### src/rtl/cpu_pkg.sv
// cpu_pkg: shared definitions for the 5-stage pipelined CPU datapath.
//   - Default datapath / register-address / ALUCtrl widths.
//   - ALUCtrl operation encodings understood by the ALU.
//   - Forward-select codes used by the operand forwarding muxes.
package cpu_pkg;

  localparam int DATA_W_DEF = 32;
  localparam int RA_W_DEF   = 5;
  localparam int CTRL_W_DEF = 3;

  typedef enum logic [2:0] {
    ALU_AND = 3'b000,
    ALU_OR  = 3'b001,
    ALU_ADD = 3'b010,
    ALU_MUL = 3'b011,
    ALU_SUB = 3'b110
  } alu_ctrl_e;

  typedef enum logic [1:0] {
    FWD_REG   = 2'b00,
    FWD_MEMWB = 2'b01,
    FWD_EXMEM = 2'b10
  } fwd_sel_e;

endpackage

### src/rtl/id_ex_stage_fwd_mux.sv
// fwd_mux: operand forwarding for one ALU source register.
// Compares the stage's registered source address against the EX/MEM and
// MEM/WB destination registers and picks the youngest producer.
// Ports:
//   addr_i        registered source register address
//   reg_data_i    registered register-file read data
//   exmem_we_i/exmem_addr_i/exmem_data_i  EX/MEM write-back candidate
//   memwb_we_i/memwb_addr_i/memwb_data_i  MEM/WB write-back candidate
//   data_o        forwarded operand value
module fwd_mux
  import cpu_pkg::*;
#(
  parameter int DATA_W = DATA_W_DEF,
  parameter int RA_W   = RA_W_DEF
) (
  input  logic [RA_W-1:0]   addr_i,
  input  logic [DATA_W-1:0] reg_data_i,
  input  logic              exmem_we_i,
  input  logic [RA_W-1:0]   exmem_addr_i,
  input  logic [DATA_W-1:0] exmem_data_i,
  input  logic              memwb_we_i,
  input  logic [RA_W-1:0]   memwb_addr_i,
  input  logic [DATA_W-1:0] memwb_data_i,
  output logic [DATA_W-1:0] data_o
);

  fwd_sel_e sel;

  // Register 0 is hard-wired to zero, so a claimed write to it is never
  // forwarded. EX/MEM is younger than MEM/WB and therefore wins ties.
  always_comb begin
    sel = FWD_REG;
    if (addr_i != '0 && exmem_we_i && exmem_addr_i == addr_i) begin
      sel = FWD_EXMEM;
    end else if (addr_i != '0 && memwb_we_i && memwb_addr_i == addr_i) begin
      sel = FWD_MEMWB;
    end
  end

  always_comb begin
    case (sel)
      FWD_EXMEM: data_o = exmem_data_i;
      FWD_MEMWB: data_o = memwb_data_i;
      default:   data_o = reg_data_i;
    endcase
  end

endmodule

### src/rtl/id_ex_stage.sv
// id_ex_stage: ID/EX pipeline register feeding the ALU.
// Registers decoded operands, immediate, register addresses, ALUCtrl and
// MEM/WB control; resolves forwarding for both ALU operands; detects
// load-use hazards and inserts its own bubble for them.
// Ports:
//   clk_i, rst_i (async, active-low)
//   stall_i  hold every stage register
//   flush_i  replace the captured instruction with a bubble
//   valid_i, RSdata_i, RTdata_i, imm_i, RS/RT/RDaddr_i, ID control  ID side
//   EXMEM_* / MEMWB_*  forwarding sources
//   data1_o, data2_o, ALUCtrl_o, store_data_o  ALU / store operands
//   WBaddr_o, RegWrite_o, MemToReg_o, MemRead_o, MemWrite_o, valid_o
//   load_use_o  upstream must hold PC and IF/ID this cycle
//
// Stage handshake: there is no ready. valid_o marks a real instruction in
// the stage; a bubble has valid_o=0 and all side-effect controls
// (RegWrite/MemToReg/MemRead/MemWrite) at 0. Per edge the priority is
// flush_i > stall_i > load-use bubble > capture. On a load-use cycle the
// upstream stages hold, so the same ID instruction is offered again and
// captured on the following edge.
module id_ex_stage
  import cpu_pkg::*;
#(
  parameter int DATA_W = DATA_W_DEF,
  parameter int RA_W   = RA_W_DEF,
  parameter int CTRL_W = CTRL_W_DEF
) (
  input  logic              clk_i,
  input  logic              rst_i,
  input  logic              stall_i,
  input  logic              flush_i,
  input  logic              valid_i,
  input  logic [DATA_W-1:0] RSdata_i,
  input  logic [DATA_W-1:0] RTdata_i,
  input  logic [DATA_W-1:0] imm_i,
  input  logic [RA_W-1:0]   RSaddr_i,
  input  logic [RA_W-1:0]   RTaddr_i,
  input  logic [RA_W-1:0]   RDaddr_i,
  input  logic              ALUSrc_i,
  input  logic              RegDst_i,
  input  logic              RegWrite_i,
  input  logic              MemToReg_i,
  input  logic              MemRead_i,
  input  logic              MemWrite_i,
  input  logic [CTRL_W-1:0] ALUCtrl_i,
  input  logic              EXMEM_RegWrite_i,
  input  logic [RA_W-1:0]   EXMEM_RDaddr_i,
  input  logic [DATA_W-1:0] EXMEM_data_i,
  input  logic              MEMWB_RegWrite_i,
  input  logic [RA_W-1:0]   MEMWB_RDaddr_i,
  input  logic [DATA_W-1:0] MEMWB_data_i,
  output logic [DATA_W-1:0] data1_o,
  output logic [DATA_W-1:0] data2_o,
  output logic [CTRL_W-1:0] ALUCtrl_o,
  output logic [DATA_W-1:0] store_data_o,
  output logic [RA_W-1:0]   WBaddr_o,
  output logic              RegWrite_o,
  output logic              MemToReg_o,
  output logic              MemRead_o,
  output logic              MemWrite_o,
  output logic              valid_o,
  output logic              load_use_o
);

  logic              valid_q,    valid_d;
  logic              regwrite_q, regwrite_d;
  logic              memtoreg_q, memtoreg_d;
  logic              memread_q,  memread_d;
  logic              memwrite_q, memwrite_d;
  logic              alusrc_q,   alusrc_d;
  logic [CTRL_W-1:0] aluctrl_q,  aluctrl_d;
  logic [DATA_W-1:0] rs_data_q,  rs_data_d;
  logic [DATA_W-1:0] rt_data_q,  rt_data_d;
  logic [DATA_W-1:0] imm_q,      imm_d;
  logic [RA_W-1:0]   rs_addr_q,  rs_addr_d;
  logic [RA_W-1:0]   rt_addr_q,  rt_addr_d;
  logic [RA_W-1:0]   wb_addr_q,  wb_addr_d;

  logic [DATA_W-1:0] rs_fwd;
  logic [DATA_W-1:0] rt_fwd;

  // A load in the stage whose destination is read by the valid ID
  // instruction. The bubble it causes clears memread_q, so this is a
  // single-cycle pulse per load-use pair.
  assign load_use_o = valid_q & memread_q & (wb_addr_q != '0) &
                      ((wb_addr_q == RSaddr_i) | (wb_addr_q == RTaddr_i)) &
                      valid_i;

  always_comb begin
    valid_d    = valid_q;
    regwrite_d = regwrite_q;
    memtoreg_d = memtoreg_q;
    memread_d  = memread_q;
    memwrite_d = memwrite_q;
    alusrc_d   = alusrc_q;
    aluctrl_d  = aluctrl_q;
    rs_data_d  = rs_data_q;
    rt_data_d  = rt_data_q;
    imm_d      = imm_q;
    rs_addr_d  = rs_addr_q;
    rt_addr_d  = rt_addr_q;
    wb_addr_d  = wb_addr_q;
    if (flush_i || (!stall_i && load_use_o)) begin
      // Bubble: only side-effect controls are killed; data may go stale.
      valid_d    = 1'b0;
      regwrite_d = 1'b0;
      memtoreg_d = 1'b0;
      memread_d  = 1'b0;
      memwrite_d = 1'b0;
    end else if (!stall_i) begin
      valid_d    = valid_i;
      regwrite_d = RegWrite_i;
      memtoreg_d = MemToReg_i;
      memread_d  = MemRead_i;
      memwrite_d = MemWrite_i;
      alusrc_d   = ALUSrc_i;
      aluctrl_d  = ALUCtrl_i;
      rs_data_d  = RSdata_i;
      rt_data_d  = RTdata_i;
      imm_d      = imm_i;
      rs_addr_d  = RSaddr_i;
      rt_addr_d  = RTaddr_i;
      wb_addr_d  = RegDst_i ? RDaddr_i : RTaddr_i;
    end
  end

  always_ff @(posedge clk_i or negedge rst_i) begin
    if (!rst_i) begin
      valid_q    <= 1'b0;
      regwrite_q <= 1'b0;
      memtoreg_q <= 1'b0;
      memread_q  <= 1'b0;
      memwrite_q <= 1'b0;
      alusrc_q   <= 1'b0;
      aluctrl_q  <= '0;
      rs_data_q  <= '0;
      rt_data_q  <= '0;
      imm_q      <= '0;
      rs_addr_q  <= '0;
      rt_addr_q  <= '0;
      wb_addr_q  <= '0;
    end else begin
      valid_q    <= valid_d;
      regwrite_q <= regwrite_d;
      memtoreg_q <= memtoreg_d;
      memread_q  <= memread_d;
      memwrite_q <= memwrite_d;
      alusrc_q   <= alusrc_d;
      aluctrl_q  <= aluctrl_d;
      rs_data_q  <= rs_data_d;
      rt_data_q  <= rt_data_d;
      imm_q      <= imm_d;
      rs_addr_q  <= rs_addr_d;
      rt_addr_q  <= rt_addr_d;
      wb_addr_q  <= wb_addr_d;
    end
  end

  fwd_mux #(.DATA_W(DATA_W), .RA_W(RA_W)) u_fwd_rs (
    .addr_i       (rs_addr_q),
    .reg_data_i   (rs_data_q),
    .exmem_we_i   (EXMEM_RegWrite_i),
    .exmem_addr_i (EXMEM_RDaddr_i),
    .exmem_data_i (EXMEM_data_i),
    .memwb_we_i   (MEMWB_RegWrite_i),
    .memwb_addr_i (MEMWB_RDaddr_i),
    .memwb_data_i (MEMWB_data_i),
    .data_o       (rs_fwd)
  );

  fwd_mux #(.DATA_W(DATA_W), .RA_W(RA_W)) u_fwd_rt (
    .addr_i       (rt_addr_q),
    .reg_data_i   (rt_data_q),
    .exmem_we_i   (EXMEM_RegWrite_i),
    .exmem_addr_i (EXMEM_RDaddr_i),
    .exmem_data_i (EXMEM_data_i),
    .memwb_we_i   (MEMWB_RegWrite_i),
    .memwb_addr_i (MEMWB_RDaddr_i),
    .memwb_data_i (MEMWB_data_i),
    .data_o       (rt_fwd)
  );

  assign data1_o      = rs_fwd;
  assign store_data_o = rt_fwd;
  assign data2_o      = alusrc_q ? imm_q : rt_fwd;
  assign ALUCtrl_o    = aluctrl_q;
  assign WBaddr_o     = wb_addr_q;
  assign RegWrite_o   = regwrite_q;
  assign MemToReg_o   = memtoreg_q;
  assign MemRead_o    = memread_q;
  assign MemWrite_o   = memwrite_q;
  assign valid_o      = valid_q;

endmodule
### config.mk
export PLATFORM = sky130hd
export DESIGN_NAME = id_ex_stage
export DESIGN_NICKNAME = d
export VERILOG_FILES = /design/src/rtl/cpu_pkg.sv /design/src/rtl/id_ex_stage_fwd_mux.sv /design/src/rtl/id_ex_stage.sv
export SDC_FILE = /design/constraint.sdc
export NUM_CORES = 1
export LEC_CHECK = 0
export ABC_CLOCK_PERIOD_IN_PS = 2500
export CELL_PAD_IN_SITES_DETAIL_PLACEMENT = 1
export CELL_PAD_IN_SITES_GLOBAL_PLACEMENT = 1
export CORE_MARGIN = 4
export CORE_UTILIZATION = 32
export DETAILED_ROUTE_END_ITERATION = 10
export PLACE_DENSITY = 0.91
export SKIP_LAST_GASP = 1
export SLEW_MARGIN = 20
export SYNTH_ARGS = -nofsm -noshare
export SYNTH_HDL_FRONTEND = slang
export SYNTH_SLANG_ARGS = --single-unit
### constraint.sdc
create_clock -name clk_i -period 2.5 [get_ports clk_i]
set_input_delay 0.375 -clock clk_i [delete_from_list [all_inputs] [get_ports clk_i]]
set_output_delay 0.375 -clock clk_i [all_outputs]
set_load 0.005 [all_outputs]
==> results of run 1 <==
==> timing repair <==
item,CTS,global route
gates resized for setup,600,173
pin swaps,66,49
setup endpoints to repair,97,96
hold buffers,1,0
gates cloned,8,1
endpoints found under the hold margin,53,0
setup buffers,70,29
==> metrics by stage <==
step                instances  hold WS, ns  total power, uW  worst slack [ns]
finish                   1412        0.507             8850            -0.740
global route             1412        0.518             9130            -0.752
CTS                      1398        0.513             8400            -0.668
detailed placement       1301        0.400             5240            -0.782
global placement         1301        0.392             5110            -0.697
floorplan                 655       0.0794             3420             0.182
==> synth_stat cells, drive strengths merged <==
cell	instances
a221oi	4
o31ai	32
or4	2
o211ai	1
a21boi	1
nand4	4
inv	2
nor3	29
o41ai	1
mux2	148
nand3b	2
and3	32
mux2i	32
dfrtp	120
nand3	31
a21oi	1
a31oi	28
o22ai	1
nor2	14
o21ai	33
nor2b	1
or3	1
buf	33
nor4	2
nand2	41
and4	1
clkbuf	23
xnor2	26
xor2	4
or2	2
a32o	3
==> flip-flops by register name, indices dropped and copies added (netlist names) <==
signal      count
ALUCtrl_o       3
valid_o         1
RegWrite_o      1
MemRead_o       1
rt_addr_q       5
imm_q          32
MemToReg_o      1
alusrc_q        1
rt_data_q      32
rs_addr_q       5
rs_data_q      32
WBaddr_o        5
MemWrite_o      1
==> cell type report <==
type                            count  area share, %
Antenna cell                        4         0.0698
Timing Repair Buffer              497           35.7
Clock inverter                     10          0.978
Clock buffer                       22           3.38
Inverter                            2         0.0524
Multi-Input combinational cell    477           36.4
Tap cell                          280           2.44
Sequential cell                   120           21.0
==> placed cells by master (no fill, tap or decap), types with 25 or more instances in the layout <==
cell               n
and3_1            32
buf_12            33
buf_2             46
buf_4             85
buf_6             98
clkdlybuf4s50_1  209
dfrtp_1          116
mux2_2           120
mux2_4            28
nand2_1           39
o21ai_1           25
==> worst paths after layout <==
path                       slack [ns]          from       endpoint  cells past startpoint
setup / recovery                -0.74  rt_addr_q[0]    data2_o[27]                      9
hold / removal                   0.51         rst_i    WBaddr_o[0]                      2
setup reg to reg                 0.16   WBaddr_o[0]      imm_q[27]                      8
hold reg to reg                  0.51     imm_q[18]      imm_q[18]                      1
max in group asynchronous        1.27         rst_i  rt_data_q[12]                      3
min in group clk_i               0.51     imm_q[18]      imm_q[18]                      1
==> cells by family (layout without fill, tap and decap cells) <==
kind of cell    count (synthesis)  in the layout  synth area share, %
simple gates                  162            162                 11.7
buf+inv                        58            531                 3.78
other cells                     0              4                    0
xor+xnor                       30             30                 3.73
mux                           180            180                 28.2
flops                         120            120                 42.6
compound gates                105            105                 9.91
==> where the power goes <==
part | switching [uW] | internal (uW) | leakage [uW]
clock | 1020 | 1680 | 0.000299
sequential | 271 | 2230 | 0.00141
combinational | 1560 | 2080 | 0.00408
==> routing by layer <==
layer	GRT usage, %	wire length (um)	part of all wire (%)	up-vias
met5	0	0	0	-
met1	34.9	15000	36	4081
met2	57.2	21900	52	438
met3	6.72	2610	6.2	155
li1	-	-	-	3368
met4	15.5	2550	6.1	0
==> flow_summary.yaml, run 1 <==
clock_network:
  cts-htree-levels: 4
  cts_made_buffers: 17
  cts.sinks: 120
  clkTransAtPathRegs_ns: 0.06
  cts_root_buf: "clkbuf_16"
  insertion_delay_ns: 0.43
  tritoncts: "yes"
  cts.path.max_buffers: 2
routing:
  num_vias: 8042
  drtIter0Drc: 410
  drc: 0
  wl_per_cell_um: 29.8
  wl_um: 42000
  ant_nets: 0
  firstDrtPassIters: 7
  vias_per_cell: 5.70
finish:
  design_area_um2: 14300
  multi_input_area_um2: 5210
  final_layout_size_suffix_gt1_share_pct: 54.2
  area_growth_pct: 104
  n_fill_cell: 2117
  utilization_pct: 65.9
  nNetsFinal: 1316
  seqCellArea_um2: 3010
power:
  cellPowerDensity_nw_per_um2: 617
  p_leak_uw: 0.00579
  ir_worst_vdd_uv: 439
setup_path:
  critical_path_class: "flip-flop to output pin"
  max_stage_delay_ns: 0.56
  crit_buf_inv: 4
  cp_max_fo: 9
  cp_data_arrival_time_ns: 2.87
  cp_slowest_cell: "or4_4"
  cp_top_family: "simple AND/OR/NAND/NOR gates"
  end_kind: "output pin"
  crit_top_cell: "buf_6"
  start_kind: "flip-flop"
  required_ns: 2.12
  crit_chain: "or4_4, buf_6, o211ai_4, or2_4, buf_12, a31oi_1, buf_4, mux2_4, buf_6"
floorplanning:
  die_h_um: 156
  coreArea_um2: 21800
  ioPinCount: 311
  rows: 54
  die-area_um2: 24400
  start_util_pct: 32.4
  die_width_um: 156
placement:
  post-dp-hpwl_um: 25000
  place.gp.congestion: 0.875
  portBuffers: 310
  placed_area_um2: 11400
grt:
  grt.overflow.total: 0
  grt_pass1_vias: 8984
  grt_pass1_wl_um: 57500
  grt_max_degree: 57
  track_usage_pct: 31.6
  antenna_found_initial: 4
timing:
  fin_crit_sh_pct: 130
  tns_ns: -46.70
  fin_skew_ns: 0.0136
  slew_headroom_pct: 60.7
  maxSlewViolCount: 0
  rsz0062_at_grt: "true"
  fin_crit_ns: 3.24
  max_freq_mhz: 309
  fin_ws_ns: -0.740
  setup_viol: 96
  hold_viol: 0
  worst_pin_slew_ns: 0.590
synth:
  synth_area_leaders: "dfrtp_1, mux2_2, mux2i_1, o31ai_1, xnor2_1"
  ys_types: 37
  netlist_area_um2: 7040
  synth_seq_cells: 120
  yosys_warnings: 0
  ys_seq_area_share_pct: 42.6
  synth_top_area_cell: "dfrtp_1"
  avgSynthCellArea_um2: 10.8
  synth_top_area_share_pct: 42.6
  syn_nets: 856
  synth_cells: 655
worst_hold_path:
  min_path_type: "primary input to async pin"
outcome:
  violations: "negative setup slack"
  outcome: "complete, but fails checks"
run:
  cap_violations: 0
No activity file was read; power rests on OpenSTA's default activity.
==> inputs of run 2 (changes only) <==
--- a/config.mk
+++ b/config.mk
@@ -8,11 +8,10 @@
 export ABC_CLOCK_PERIOD_IN_PS = 2500
 export CELL_PAD_IN_SITES_DETAIL_PLACEMENT = 1
 export CELL_PAD_IN_SITES_GLOBAL_PLACEMENT = 1
-export CORE_MARGIN = 4
+export CORE_MARGIN = 5
 export CORE_UTILIZATION = 32
 export DETAILED_ROUTE_END_ITERATION = 10
 export PLACE_DENSITY = 0.91
-export SKIP_LAST_GASP = 1
 export SLEW_MARGIN = 20
 export SYNTH_ARGS = -nofsm -noshare
 export SYNTH_HDL_FRONTEND = slang
==> run 2 against run 1 <==
Compared with the run above: core utilization is 0.94 points higher; the flow still finishes with violations (negative setup slack); die area grew 2.6%; largest cell class is now non-clock buffers; combinational power grew 5.8%; design area is 1.4% higher; critical path depth fell by 1; critical endpoint is now data2_o[0]; routed wire length is 5.0% higher; setup slack better by 0.017 ns; clock skew decreased by 0.0026 ns; fmax rose by 0.54%.
==> flow_summary.yaml, run 2 (synthesis gave the netlist of run 1 again) <==
grt:
  grt_pass1_wl_um: 53400
  antenna_found_initial: 7
  grt.overflow.total: 0
  track_usage_pct: 28.3
  grt_pass1_vias: 8944
  grt_max_degree: 121
placement:
  portBuffers: 310
  post-dp-hpwl_um: 24500
  place.gp.congestion: 0.855
routing:
  drc: 0
  wl_um: 44100
  wl_per_cell_um: 30.4
  ant_nets: 0
  firstDrtPassIters: 5
  vias_per_cell: 5.69
  num_vias: 8260
  drtIter0Drc: 452
power:
  cellPowerDensity_nw_per_um2: 603
  p_leak_uw: 0.00608
  ir_worst_vdd_uv: 371
  total_power_uw: 8770
timing:
  maxSlewViolCount: 0
  hold_viol: 0
  slew_headroom_pct: 50.8
  setup_viol: 97
  max_freq_mhz: 310
  fin_skew_ns: 0.0109
  fin_crit_sh_pct: 129
  fin_crit_ns: 3.22
  worst_pin_slew_ns: 0.738
  rsz0062_at_grt: "true"
  fin_ws_ns: -0.723
clock_network:
  cts_made_buffers: 17
  clkTransAtPathRegs_ns: 0.06
  insertion_delay_ns: 0.43
  cts_root_buf: "clkbuf_16"
  cts-htree-levels: 4
  tritoncts: "yes"
  cts.path.max_buffers: 2
  cts.sinks: 120
floorplanning:
  die_h_um: 158
  start_util_pct: 32.4
  coreArea_um2: 21800
  die-area_um2: 25100
  rows: 54
  die_width_um: 158
  ioPinCount: 311
finish:
  final_layout_size_suffix_gt1_share_pct: 56.6
  area_growth_pct: 106
  utilization_pct: 66.8
  reg_top3: "imm_q x32, rs_data_q x32, rt_data_q x32"
  nNetsFinal: 1355
  mostFrequentLayoutCells: "clkdlybuf4s50_1, buf_6, mux2_2"
  layout_commonest_cell: "clkdlybuf4s50_1"
setup_path:
  required_ns: 2.12
  end_kind: "output pin"
  cp_data_arrival_time_ns: 2.85
  cp_max_fo: 8
  critical_path_class: "flip-flop to output pin"
  start_kind: "flip-flop"
worst_hold_path:
  min_path_type: "primary input to async pin"
outcome:
  outcome: "complete, but fails checks"
  violations: "negative setup slack"
run:
  cap_violations: 0
## run 2: changes by cell type in the layout (fill, tap and decap cells not counted), sizes merged
cell / previous run / this run
buf: 275 / 313
clkdlybuf4s50: 209 / 205
dlygate4sd3: 1 / 0
dlygate4sd2: 6 / 1
clkinv: 2 / 4
diode: 4 / 7
clkbuf: 28 / 32
inv: 4 / 2
bufinv: 3 / 1
dlymetal6s2s: 0 / 7
## run 2: worst paths after layout
kind                               from       endpoint  slack, ns  cells past startpoint
hold reg to reg              MemWrite_o     MemWrite_o       0.50                      1
setup reg to reg            WBaddr_o[0]      imm_q[23]       0.24                      8
setup / recovery           rt_addr_q[2]     data2_o[0]      -0.72                      8
hold / removal                    rst_i  rs_data_q[26]       0.04                      2
min in group clk_i          RTaddr_i[4]   rt_addr_q[4]       0.33                      2
max in group asynchronous         rst_i  rs_data_q[10]       1.90                      2
## run 2: per-layer routing
| metal | routed length (um) | share of wire, % | GRT usage, % |
|---|---|---|---|
| met1 | 15400 | 35 | 31.6 |
| met5 | 0 | 0 | 0 |
| met2 | 22900 | 52 | 50.2 |
| met4 | 2940 | 6.7 | 14.2 |
| met3 | 2850 | 6.5 | 6.96 |
## run 2: area by class of cell
type | count | area (um2)
antenna | 7 | 17.5
clock buffer | 22 | 484
clock inverter | 8 | 72.6
fill | 2111 | 7220
inverter | 2 | 7.51
multi-input combinational | 477 | 5050
sequential | 120 | 3010
tap | 280 | 350
timing repair buffer | 536 | 5550
## run 2: stage by stage
| stage | setup TNS, ns | hold slack, ns | std cells | setup WS [ns] | area [um2] |
|---|---|---|---|---|---|
| floorplan | 0 | 0.0794 | 655 | 0.182 | 7040 |
| global placement | -49.19 | 0.474 | 1291 | -0.694 | 11300 |
| detailed placement | -56.46 | 0.489 | 1291 | -0.796 | 11300 |
| CTS | -42.38 | 0.103 | 1403 | -0.707 | 13100 |
| global route | -54.63 | 0.107 | 1451 | -0.759 | 14500 |
| finish | -48.93 | 0.0355 | 1452 | -0.723 | 14500 |
## run 2: what timing repair did
action,CTS,global route
endpoints found under the setup margin,97,97
pin swaps,32,67
buffers inserted,86,66
resized for setup,556,256
gates cloned,5,5
hold buffers,0,0
## run 2: where the power goes
group / switching [uW] / internal, uW / leakage (uW) / total (uW)
logic: 1630 / 2220 / 0.00440 / 3850
clock network: 968 / 1450 / 0.000270 / 2420
registers: 268 / 2230 / 0.00141 / 2500
total: 2870 / 5900 / 0.00608 / 8770
## run 2: critical path: stages (launching register included)
cell and delay, ns:
dfrtp_1 0.39, or4_4 0.59, o211ai_4 0.22, or2_4 0.22
buf_12 0.15, buf_4 0.16, nor2_1 0.10, o31ai_2 0.35
buf_2 0.22
==> inputs of run 3 (changes only) <==
--- a/config.mk
+++ b/config.mk
@@ -11,7 +11,8 @@
 export CORE_MARGIN = 5
 export CORE_UTILIZATION = 32
 export DETAILED_ROUTE_END_ITERATION = 10
-export PLACE_DENSITY = 0.91
+export PLACE_DENSITY = 0.79
+export RECOVER_POWER = 50
 export SLEW_MARGIN = 20
 export SYNTH_ARGS = -nofsm -noshare
 export SYNTH_HDL_FRONTEND = slang
==> run 3 against run 2 <==
Compared with the run above: the run still ends with negative setup slack left; combinational power fell by 6.0%; first-iteration DRC count fell by 17%; routed wire length fell by 9.6%; die area stayed put; clock skew decreased by 0.0016 ns; fmax about the same; register-to-register slack gained 0.04 ns; largest power group unchanged; highest routed layer is now met5; worst hold slack improved by 0.33 ns.
==> flow_summary.yaml, run 3 (synthesis gave the netlist of run 1 again) <==
finish:
  mostFrequentLayoutCells: "clkdlybuf4s50_1, buf_6, mux2_2"
  layout_commonest_cell: "clkdlybuf4s50_1"
  nNetsFinal: 1320
  final_layout_size_suffix_gt1_share_pct: 50.8
  multi_input_area_um2: 4990
  design_area_um2: 14100
  n_fill_cell: 2147
  seqCellArea_um2: 3010
  final-instance-count-excl-fill: 1418
  area_growth_pct: 100
  reg_top3: "imm_q x32, rs_data_q x32, rt_data_q x32"
floorplanning:
  start_util_pct: 32.4
  rows: 54
  die-area_um2: 25100
  ioPinCount: 311
  die_h_um: 158
  die_width_um: 158
  coreArea_um2: 21800
grt:
  grt.overflow.total: 0
  grt_pass1_vias: 8542
  track_usage_pct: 28.1
  grt_max_degree: 54
  antenna_found_initial: 4
  grt_pass1_wl_um: 52800
run:
  cap_violations: 0
clock_network:
  cts.path.max_buffers: 2
  clkTransAtPathRegs_ns: 0.06
  cts_made_buffers: 17
  insertion_delay_ns: 0.42
  cts-htree-levels: 4
  tritoncts: "yes"
  cts_root_buf: "clkbuf_16"
  cts.sinks: 120
timing:
  worst_pin_slew_ns: 1.49
  rsz0062_at_grt: "true"
  max_freq_mhz: 310
  fin_skew_ns: 0.00933
  fin_crit_ns: 3.22
  slew_headroom_pct: 0.971
  hold_viol: 0
  fin_crit_sh_pct: 129
  setup_viol: 96
  maxSlewViolCount: 0
  fin_ws_ns: -0.725
setup_path:
  cp_data_arrival_time_ns: 2.85
  start_kind: "flip-flop"
  end_kind: "output pin"
  required_ns: 2.12
  cp_max_fo: 8
  rr_endpoint: "rt_data_q[15]"
  crit-reg2reg-launch: "WBaddr_o[2]"
  crit_end: "store_data_o[24]"
  r2r_slack_ns: 0.28
  critical_path_class: "flip-flop to output pin"
  rr_worst_depth: 8
  crit_path_start: "rt_addr_q[0]"
outcome:
  violations: "negative setup slack"
  outcome: "complete, but fails checks"
placement:
  dp_cells: 1284
  place.gp.congestion: 0.845
  post-dp-hpwl_um: 23300
  placed_area_um2: 11300
  portBuffers: 310
power:
  cellPowerDensity_nw_per_um2: 600
  p_leak_uw: 0.00575
  ir_worst_vdd_uv: 546
routing:
  vias_per_cell: 5.54
  top_layer: "met5"
  met3_wirelength_um: 2690
  wl_met1_um: 14700
  wl_met2_um: 20700
  ant_nets: 0
  wl_per_cell_um: 28.1
  drtIter0Drc: 376
  firstDrtPassIters: 5
  drc: 0
  num_vias: 7861
  wl_um: 39900
worst_hold_path:
  min_path_type: "primary input to flip-flop"
[run 3: cell count changes in the layout (fill, tap and decap cells not counted), sizes merged]
cell	before	now
dlygate4sd3	0	1
clkinv	4	5
or2	2	3
clkdlybuf4s15	0	1
diode	7	6
clkdlybuf4s50	205	214
buf	313	256
clkbuf	32	40
dlygate4sd2	1	9
dlymetal6s2s	7	2
[run 3: how the worst min path moves through the flow]
stage                      startpoint      endpoint  slack (ns)  cells after the start
final                     RSaddr_i[2]  rs_addr_q[2]        0.37                      2
after global routing      RSaddr_i[2]  rs_addr_q[2]        0.38                      2
after CTS                  MemToReg_o    MemToReg_o        0.49                      1
after detailed placement        rst_i      alusrc_q        0.39                      1
after global placement          rst_i      alusrc_q        0.39                      1
after floorplan                 rst_i  ALUCtrl_o[0]        0.08                      0
[run 3: power by group]
| part | internal (uW) | leakage, uW | switching (uW) | total [uW] |
|---|---|---|---|---|
| Combinational | 2110 | 0.00408 | 1510 | 3620 |
| Sequential | 2230 | 0.00141 | 251 | 2480 |
| Clock | 1380 | 0.000257 | 972 | 2360 |
[run 3: per-layer routing]
layer / GRT usage [%] / vias up
met4: 11.6 / 4
met1: 32.2 / 4004
met2: 50.4 / 376
met3: 6.52 / 107
met5: 0 / -
li1: - / 3370
[run 3: layout make-up]
cell class / instances / share of cell area [%]
Clock inverter: 9 / 0.551
Antenna cell: 6 / 0.107
Tap cell: 280 / 2.49
Inverter: 2 / 0.0533
Timing Repair Buffer: 500 / 36.8
Sequential cell: 120 / 21.4
Multi-Input combinational cell: 478 / 35.4
Clock buffer: 23 / 3.25
[run 3: what timing repair did]
item,CTS,global route
gates resized for setup,474,219
endpoints found under the hold margin,51,0
cloned,9,2
hold buffers,1,0
setup endpoints to repair,97,97
setup buffers,64,47
pin swaps,24,47
[run 3: per-stage QoR]
stage	power [uW]	hold WS, ns	utilization [%]	setup slack (ns)	setup TNS, ns
after floorplan	3420	0.0794	-	0.182	0
after global placement	5070	0.393	51.8	-0.758	-50.34
after detailed placement	5150	0.393	51.8	-0.809	-53.43
after CTS	7980	0.493	61.2	-0.675	-46.50
after global routing	8740	0.382	64.7	-0.803	-58.80
final	8450	0.369	64.7	-0.725	-43.91
[run 3: worst max-delay path, stage by stage, from the launching register on]
cell and delay (ns):
dfrtp_1 0.40, buf_4 0.17, xnor2_2 0.18, nand4_1 0.29, or2_4 0.42, buf_12 0.15, buf_16 0.14, buf_6 0.12
a31oi_4 0.18, buf_6 0.14, dlygate4sd2_1 0.23
